<file path="config.mk">
export PLATFORM = sky130hd
export DESIGN_NAME = spi_slave_regfile_flat
export DESIGN_NICKNAME = d
export VERILOG_FILES = /design/src/rtl/spi_slave_regfile_if.sv /design/src/rtl/spi_slave_regfile.sv /design/src/flat_wrapper.sv
export SDC_FILE = /design/constraint.sdc
export NUM_CORES = 1
export LEC_CHECK = 0
export BUFFER_PORTS_ARGS = -buffer_cell sky130_fd_sc_hd__buf_2
export CELL_PAD_IN_SITES_DETAIL_PLACEMENT = 1
export CELL_PAD_IN_SITES_GLOBAL_PLACEMENT = 1
export CORE_MARGIN = 2
export CORE_UTILIZATION = 45
export CTS_CLUSTER_DIAMETER = 100
export DETAILED_ROUTE_END_ITERATION = 16
export PLACE_DENSITY = 0.8
export SKIP_LAST_GASP = 1
export SYNTH_ARGS = -nofsm -noshare
export SYNTH_HDL_FRONTEND = slang
export SYNTH_SLANG_ARGS = --single-unit
</file>
<file path="constraint.sdc">
create_clock -name sclk -period 2.85 [get_ports sclk]
set_input_delay 0 -clock sclk [delete_from_list [all_inputs] [get_ports sclk]]
set_output_delay 0 -clock sclk [all_outputs]
set_load 0.1 [all_outputs]
</file>
<file path="src/rtl/spi_slave_regfile_if.sv">
// Bus bundle between an SPI master and the register-file slave:
// serial lines, select, debug read port and frame status.
interface spi_slave_regfile_if #(
    parameter int ADDR_W = 3
) ();
    logic              ss;
    logic              in;
    logic              out;
    logic [ADDR_W-1:0] dbg_addr;
    logic [7:0]        dbg_data;
    logic              busy;
    logic              done;
    logic              err;
    logic [7:0]        last_cmd;

    modport slave (
        input  ss,
        input  in,
        input  dbg_addr,
        output out,
        output dbg_data,
        output busy,
        output done,
        output err,
        output last_cmd
    );

    modport master (
        output ss,
        output in,
        output dbg_addr,
        input  out,
        input  dbg_data,
        input  busy,
        input  done,
        input  err,
        input  last_cmd
    );
endinterface

</file>
<file path="src/rtl/spi_slave_regfile.sv">
// SPI slave in front of a small register file: command byte then data byte, both LSB first.
// Bit 7 of the command selects read (1) or write (0); low ADDR_W bits select the register.
//
// state   | meaning
// --------+---------------------------------------------------------------
// IDLE    | waiting for ss low; the edge that sees it starts the frame
// CMD     | shifting in 8 command bits
// DATA_RX | shifting in 8 data bits, written to reg[addr] on the 8th
// DATA_TX | shifting out snapshot of reg[addr], LSB first
// HOLD    | frame finished, out=0, waiting for ss high before next frame
module spi_slave_regfile #(
    parameter int ADDR_W = 3
) (
    input  logic                 sclk,
    input  logic                 rst_n,
    spi_slave_regfile_if.slave   bus
);
    localparam int DEPTH = 1 << ADDR_W;

    localparam logic [2:0] IDLE    = 3'd0;
    localparam logic [2:0] CMD     = 3'd1;
    localparam logic [2:0] DATA_RX = 3'd2;
    localparam logic [2:0] DATA_TX = 3'd3;
    localparam logic [2:0] HOLD    = 3'd4;

    logic [2:0]        state;
    logic [2:0]        cnt;
    logic [6:0]        shift_sr;
    logic [7:0]        shift_next;
    logic [ADDR_W-1:0] addr_q;
    logic [7:0]        tx_data;
    logic              out_q;
    logic              done_q;
    logic              err_q;
    logic [7:0]        last_cmd_q;
    logic [7:0]        regs [DEPTH];

    // Byte as it stands including the bit sampled on this edge.
    assign shift_next = {bus.in, shift_sr};

    always_ff @(posedge sclk or negedge rst_n) begin
        if (!rst_n) begin
            state      <= IDLE;
            cnt        <= '0;
            shift_sr   <= '0;
            addr_q     <= '0;
            tx_data    <= '0;
            out_q      <= 1'b0;
            done_q     <= 1'b0;
            err_q      <= 1'b0;
            last_cmd_q <= '0;
            for (int i = 0; i < DEPTH; i++) begin
                regs[i] <= 8'(i * 17);
            end
        end else begin
            done_q <= 1'b0;
            err_q  <= 1'b0;
            case (state)
                IDLE: begin
                    out_q <= 1'b0;
                    if (!bus.ss) begin
                        state <= CMD;
                        cnt   <= '0;
                    end
                end
                CMD: begin
                    if (bus.ss) begin
                        state <= IDLE;
                        err_q <= 1'b1;
                        out_q <= 1'b0;
                        cnt   <= '0;
                    end else begin
                        shift_sr <= shift_next[7:1];
                        cnt      <= cnt + 3'd1;
                        if (cnt == 3'd7) begin
                            last_cmd_q <= shift_next;
                            addr_q     <= shift_next[ADDR_W-1:0];
                            cnt        <= '0;
                            if (shift_next[7]) begin
                                // Snapshot so a concurrent write cannot tear the read.
                                tx_data <= regs[shift_next[ADDR_W-1:0]];
                                state   <= DATA_TX;
                            end else begin
                                state   <= DATA_RX;
                            end
                        end
                    end
                end
                DATA_RX: begin
                    if (bus.ss) begin
                        state <= IDLE;
                        err_q <= 1'b1;
                        out_q <= 1'b0;
                        cnt   <= '0;
                    end else begin
                        shift_sr <= shift_next[7:1];
                        cnt      <= cnt + 3'd1;
                        if (cnt == 3'd7) begin
                            regs[addr_q] <= shift_next;
                            done_q       <= 1'b1;
                            cnt          <= '0;
                            state        <= HOLD;
                        end
                    end
                end
                DATA_TX: begin
                    if (bus.ss) begin
                        state <= IDLE;
                        err_q <= 1'b1;
                        out_q <= 1'b0;
                        cnt   <= '0;
                    end else begin
                        out_q <= tx_data[cnt];
                        cnt   <= cnt + 3'd1;
                        if (cnt == 3'd7) begin
                            done_q <= 1'b1;
                            cnt    <= '0;
                            state  <= HOLD;
                        end
                    end
                end
                HOLD: begin
                    out_q <= 1'b0;
                    if (bus.ss) begin
                        state <= IDLE;
                    end
                end
                default: begin
                    state <= IDLE;
                    out_q <= 1'b0;
                    cnt   <= '0;
                end
            endcase
        end
    end

    assign bus.out      = out_q;
    assign bus.done     = done_q;
    assign bus.err      = err_q;
    assign bus.last_cmd = last_cmd_q;
    assign bus.busy     = (state == CMD) || (state == DATA_RX) || (state == DATA_TX);
    assign bus.dbg_data = regs[bus.dbg_addr];
endmodule

</file>
<file path="src/flat_wrapper.sv">
// flat-port wrapper written by rule: the top's interface ports become plain ports
module spi_slave_regfile_flat 
#(
    parameter int ADDR_W = 3
)
  (sclk, rst_n, bus_ss, bus_in, bus_dbg_addr, bus_out, bus_dbg_data, bus_busy, bus_done, bus_err, bus_last_cmd);
  spi_slave_regfile_if #(.ADDR_W(ADDR_W)) bus_i ();
  input  logic sclk;
  input  logic rst_n;
  input wire logic [$bits(bus_i.ss)-1:0] bus_ss;
  input wire logic [$bits(bus_i.in)-1:0] bus_in;
  input wire logic [$bits(bus_i.dbg_addr)-1:0] bus_dbg_addr;
  output wire logic [$bits(bus_i.out)-1:0] bus_out;
  output wire logic [$bits(bus_i.dbg_data)-1:0] bus_dbg_data;
  output wire logic [$bits(bus_i.busy)-1:0] bus_busy;
  output wire logic [$bits(bus_i.done)-1:0] bus_done;
  output wire logic [$bits(bus_i.err)-1:0] bus_err;
  output wire logic [$bits(bus_i.last_cmd)-1:0] bus_last_cmd;
  assign bus_i.ss = bus_ss;
  assign bus_i.in = bus_in;
  assign bus_i.dbg_addr = bus_dbg_addr;
  assign bus_out = bus_i.out;
  assign bus_dbg_data = bus_i.dbg_data;
  assign bus_busy = bus_i.busy;
  assign bus_done = bus_i.done;
  assign bus_err = bus_i.err;
  assign bus_last_cmd = bus_i.last_cmd;
  spi_slave_regfile #(.ADDR_W(ADDR_W)) u_core (.sclk(sclk), .rst_n(rst_n), .bus(bus_i));
endmodule
</file>
# Word level (Yosys, flattened, before mapping)

Index checks and enable logic that the tools add are counted.

Memories: 0
Bits in registers: 99
Output and inout port bits: 20
Bits in writable memories: 0
Latch bits: 0
ROM bits: 0

Mux-type cells: 31
Divide/modulo/power cells: 0
Reductions and logical operators: 13
Bitwise logic cells: 5
Shift operators: 0
$add $sub $neg: 1
Equality and inequality tests: 10
$lt $le $gt $ge: 5
Multipliers: 0

Operators with widths:

| cell                  | number |
|---|---|
| $bwmux W64            | 1 |
| $bmux W8 S3           | 2 |
| $mux W8               | 5 |
| $mux W3               | 9 |
| $demux W8 S3          | 1 |
| $ge A4 B4 Y1 const B  | 3 |
| $not A3 Y4            | 3 |
| $pmux W3 S4           | 1 |
| $mux W1               | 9 |
| $pmux W3 S3           | 1 |
| $reduce_and A4 Y1     | 2 |
| $eq A3 B2 Y1 const B  | 2 |
| $eq A3 B3 Y1 const B  | 2 |
| $reduce_and A3 Y1     | 2 |
| $lt A3 B4 Y1 const B  | 1 |
| $lt A4 B1 Y1 const B  | 1 |
| $ne A2 B2 Y1 const B  | 2 |
| $reduce_and A2 Y1     | 2 |
| $reduce_or A2 Y1      | 2 |
| $add A3 B1 Y3 const B | 1 |
| $bmux W1 S3           | 1 |
| $eq A3 B1 Y1 const B  | 1 |
| $logic_not A3 Y1      | 1 |
| $ne A3 B1 Y1 const B  | 1 |
| 7 further kinds       | 9 |

# Depth between registers and ports, before layout

Depth after elaboration: 6
Gate-level depth with buffers: 6

# Worst setup path before layout

OpenSTA, ideal clock, no wires.

Kind: reg-to-reg
From: register u_core.bus.last_cmd[1] (netlist name)
To: register u_core.regs[3] (netlist name)
Setup time: 0.125 ns
Cell stages (with the launch flop): 4
Required time: 2.725 ns
Arrival time: 2.092 ns
Slack: 0.633 ns
Cell sequence: dfrtp_1 > nand2_1 > nor4b_4 > mux2_2

RTL lines:

| element                        | RTL line                | source |
|---|---|---|
| end signal: indexed assignment | spi_slave_regfile.sv:53 | `regs[i] <= 8'(i * 17);` |
| end signal: indexed assignment | spi_slave_regfile.sv:99 | `regs[addr_q] <= shift_next;` |
| end: declaration               | spi_slave_regfile.sv:36 | `logic [7:0] regs [DEPTH];` |

# Worst setup path in the final report

From: register u_core.cnt[1]
To: register u_core.regs[7] (netlist name)

Word-level cells in the longest chain between the ends: 2

RTL lines:

| element                            | RTL line                 | source |
|---|---|---|
| start: declaration                 | spi_slave_regfile.sv:27  | `logic [2:0] cnt;` |
| start signal: assignment           | spi_slave_regfile.sv:74  | `cnt <= cnt + 3'd1;` |
| start signal: assignment           | spi_slave_regfile.sv:97  | `cnt <= cnt + 3'd1;` |
| start signal: assignment           | spi_slave_regfile.sv:114 | `cnt <= cnt + 3'd1;` |
| $eq A3 B3 Y1                       | spi_slave_regfile.sv:98  | `if (cnt == 3'd7) begin` |
| $reduce_and A3 Y1 (no source line) | -                        |  |

No other way between the ends.
A chain may end at the register's enable or synchronous reset.

==> out/summary.md <==
The flow ran to the end, and the final reports show no timing, DRC or antenna violations. The number of input and output port buffers inserted is 26. The run gives 0.2187 as the global-route total usage across every layer. For this run, the number of Yosys warnings is 0. Traced cell by cell, the critical path runs through ha_1 -> ha_1 -> nand4bb_1 -> buf_4 -> nor4b_4 -> mux2_2. The tools report the proportion of power drawn by flip-flops and latches as 0.510. Before CTS, the worst setup slack after placement is 395.4 ps. The pin count of the biggest net entering global routing is 45, and the TritonCTS sink count is 96. The cell count after placement is 498. The logs give 38 for the placement row count and 0.002432 mm^2 for the area taken by flip-flops and latches.

By area the synthesized netlist is led by dfrtp_1 36%, mux2_2 24%, dfstp_2 13%, mux4_2 7.1%, mux2i_1 3.4%. For this run, the number of standard cells in the final layout without fillers is 515. Number of cells on the worst reg-to-reg path: 6. The end point of the most critical hold path is u_core.state[2]$_DFFE_PN0P_. The tools report the achievable clock frequency as 0.4105 GHz. In the synthesized netlist the dominant register cell turns out to be dfrtp_1.

In this design, the stage delay of the slowest critical-path cell is 580 ps. After detailed routing, the total wire length is 11.76 mm. After detailed routing, the number of remaining DRC violations is 0. Via count of the first global-routing pass: 3,401.

The leftover overflow at the end of global routing was 0; the overall die width was 109.8 um. In this run the remaining antenna-violating nets after routing total 0. Final hold analysis gives a worst-case slack of 33.42 ps.

Worst path setup slack after routing: 413.9 ps. The average cell area after synthesis was 14.32 um^2; the max-slew headroom at the worst pin was 0.5652. TritonCTS built the clock tree. The reported net switching power was 0.001047 W. By count the netlist is led by 106 x mux2_2, 72 x dfrtp_1, 24 x dfstp_2. The multi-input combinational cells in the finished layout cover a total of 0.002417 mm^2. The tools report the clock share of power as 0.294.

The transition time of the tightest slew-check pin was 652.2 ps; the power share of the combinational group was 0.196. The synthesized design contains 0 enable-type register cells. Height of the die: 109.8 um. The clock latency on the worst-skew pair is 390 ps, and the internal power consumption is 0.002090 W. In the final routed layout, each cell accounts on average for 22.84 um.

The share of the clock period used by the worst path was 0.8548. Final-report hold violation count: 0. After detailed placement, the total cell area comes to 0.005238 mm^2.

Buffers inserted during clock tree synthesis total 9. Along the worst path, the maximum fanout reaches 8. The area share of the largest cell type after synthesis is 0.3575, and the number of max-slew violations in the final report is 0. Endpoint of the lowest-slack register-to-register path: u_core.regs[7]$_DFFE_PN0P_. The mapped netlist covers 0.005040 mm^2.

The worst path needs 2436 ps of the cycle, external delays included. The mux contribution to synthesized area is 0.3421. The startpoint identified for the worst hold timing path is bus_ss.

The worst setup path is of the reg -> reg kind. The xor and xnor fraction of the mapped netlist area came out at 0.001738. Data arrives at the worst endpoint at 2730 ps. The path class of the tightest hold or removal check is in -> reg. The initial antenna violation count is 0. The first-pass iteration count of the detailed router is 6, and the hold path depth is 2. The clock-pin transition on the worst setup and hold timing paths was 100 ps; the final net count was 380. The most numerous cell in the Yosys netlist was mux2_2. Synthesis produced a netlist whose cell count is 352.

The number of antenna diodes in the final layout is 0. For this design, the slowest cell found on the critical path is nor4b_4. The power density over the cells was 576.4 mW/mm^2.

Post-synthesis adder-cell area fraction: 0.007448. Reg-to-reg critical path startpoint: u_core.cnt[1]$_DFFE_PN0P_. The fraction of final layout cells sized beyond drive strength 1 is 0.5440. The maximum vdd ir drop is 0.4655 mV, and the fraction of the mapped netlist area in compound gates is 0.05710. For the number of primary I/O pins, the log shows 27. For this block, the via count after detailed routing is 3,006. Setup violations remaining at the end of the flow were counted as 0. The filler cells instantiated in the layout total 1,046.

Data on the critical path is required at its endpoint by 3140 ps. The net switching fraction of the power is 0.3337, and the effective utilization at floorplan is 0.4629. The worst setup slack for register-to-register paths is 410 ps, and the violation count after the first detailed-route iteration is 132. The register bit total from synthesis was 96. The area of the placeable core is 0.01089 mm^2, and the maximum clock skew at final layout is 17.18 ps.

Setup repair after global routing left no endpoint under its margin. The global-route wire length before repair came out at 19.26 mm. The largest total area in the synthesized netlist belongs to dfrtp_1.

Area added between synthesis and finish: 7.969%. After legalization and detailed placement, the total HPWL measured 8.115 mm. The run gives 0.01206 mm^2 as the die outline area. The most used cell along the critical path is ha_1. The register area share after synthesis came out at 0.4826.

The area fraction in and, or, nand and nor cells after synthesis works out to 0.07125. Clock tree synthesis selected as its root buffer the cell clkbuf_8. The async set or reset register ratio after synthesis was 1.000; the area of all placed cells without fillers was 0.005441 mm^2. Number of unique standard cell types used by synthesis: 44. The longest clock path from root to sink contains 2 buffers.

For the post-synth net total, the log shows 362. After routing, the total negative slack on setup checks comes to 0 ps. STA classifies the critical path endpoint as a flop. Buffers added to address setup during post-CTS repair amount to 0. For this design the static power due to leakage is 2.490 nW.

The number of violations of the max-capacitance limit was 0. In this run the number of H-tree levels came out at 3. The run gives 0.7998 as the last weighted congestion value of the routability-driven placer.

By area, the combinational part of the netlist is dominated by multiplexers. Dividing the detail-routed via count by the number of cells gives 5.837. The tools report the startpoint class of the critical path as a flop.
## sequential cells by signal, indices dropped and copies added, names as in the netlist
name	flops
u_core.bus.err	1
u_core.bus.last_cmd	8
u_core.bus.out	1
u_core.state	3
u_core.bus.done	1
u_core.tx_data	8
u_core.regs	64
u_core.cnt	3
u_core.shift_sr	7
## power groups by stage
stage / Combinational, W / Sequential, W / Clock, W
detailed placement: 0.000612 / 0.00162 / 0
CTS: 0.000611 / 0.00159 / 0.000953
global route: 0.000655 / 0.00162 / 0.000993
floorplan: 0.000566 / 0.00147 / 0
finish: 0.000615 / 0.00160 / 0.000923
global placement: 0.000610 / 0.00161 / 0
## worst max path at each step
stage                                             from                          to  cells after the start
finish                       u_core.cnt[1]$_DFFE_PN0P_  u_core.regs[7]$_DFFE_PN0P_                      6
global route                 u_core.cnt[1]$_DFFE_PN0P_  u_core.regs[7]$_DFFE_PN0P_                      6
CTS                          u_core.cnt[1]$_DFFE_PN0P_  u_core.regs[7]$_DFFE_PN0P_                      6
detailed placement           u_core.cnt[1]$_DFFE_PN0P_  u_core.regs[7]$_DFFE_PN0P_                      6
global placement             u_core.cnt[1]$_DFFE_PN0P_  u_core.regs[3]$_DFFE_PN0P_                      6
floorplan           u_core.bus.last_cmd[1]$_DFFE_PN0P_  u_core.regs[3]$_DFFE_PN0P_                      3
## through the flow
stage	utilization	power [W]
floorplan	-	0.002036
global placement	0.4810	0.002222
detailed placement	0.4810	0.002231
CTS	0.4998	0.003158
global route	0.4998	0.003268
finish	0.4998	0.003136
## layout make-up
class                      instances  share of cell area
sequential                        96              0.4470
multi-input combinational        226              0.4442
timing repair buffer              35             0.03955
tap                              140             0.03219
clock buffer                      10             0.02345
clock inverter                     6             0.01219
inverter                           2            0.001380
## kinds of logic (layout without fill, tap and decap cells)
logic type / count (synthesis) / after routing
multiplexers: 139 / 139
flip-flops: 96 / 96
AND/OR/NAND/NOR: 42 / 42
AO/OA/AOI/OAI: 41 / 41
buffers and inverters: 30 / 53
adder cells (fa/ha/maj): 3 / 3
XOR/XNOR: 1 / 1
## routing by layer
metal  GRT usage  routed length, um  up-vias
met5           0                  0        -
met3     0.04446                305       14
met2      0.3541               5826       36
met4     0.07685                199        0
met1      0.2922               5430     1593
li1            -                  -     1363
## repair_timing
| action | 4_1_cts | 5_1_grt |
|---|---|---|
| hold buffers | 1 | 0 |
| gates resized for setup | 0 | 0 |
| endpoints found under the hold margin | 42 | 0 |
## layout by cell type, fill, tap and decap left out, drive strengths merged, types with 2 or more instances in the layout
cell type	count
mux2	106
dfrtp	72
buf	34
dfstp	24
mux2i	17
mux4	16
clkbuf	10
o22ai	9
a22o	9
o31ai	9
o21ai	8
nand2	6
nor2	5
nor2b	5
nor4b	4
inv	4
nand2b	3
nand4b	3
ha	3
nand3b	3
clkinv	3
nor3	2
nand3	2
a21oi	2
nor4	2
## critical path, delay by kind of cell, from the launching register on
family,cells,cell delay [ps]
flip-flops,1,480
buffers and inverters,1,200
AND/OR/NAND/NOR,2,720
multiplexers,1,400
adder cells (fa/ha/maj),2,520
Note: power is estimated with default switching activity, not from simulation.
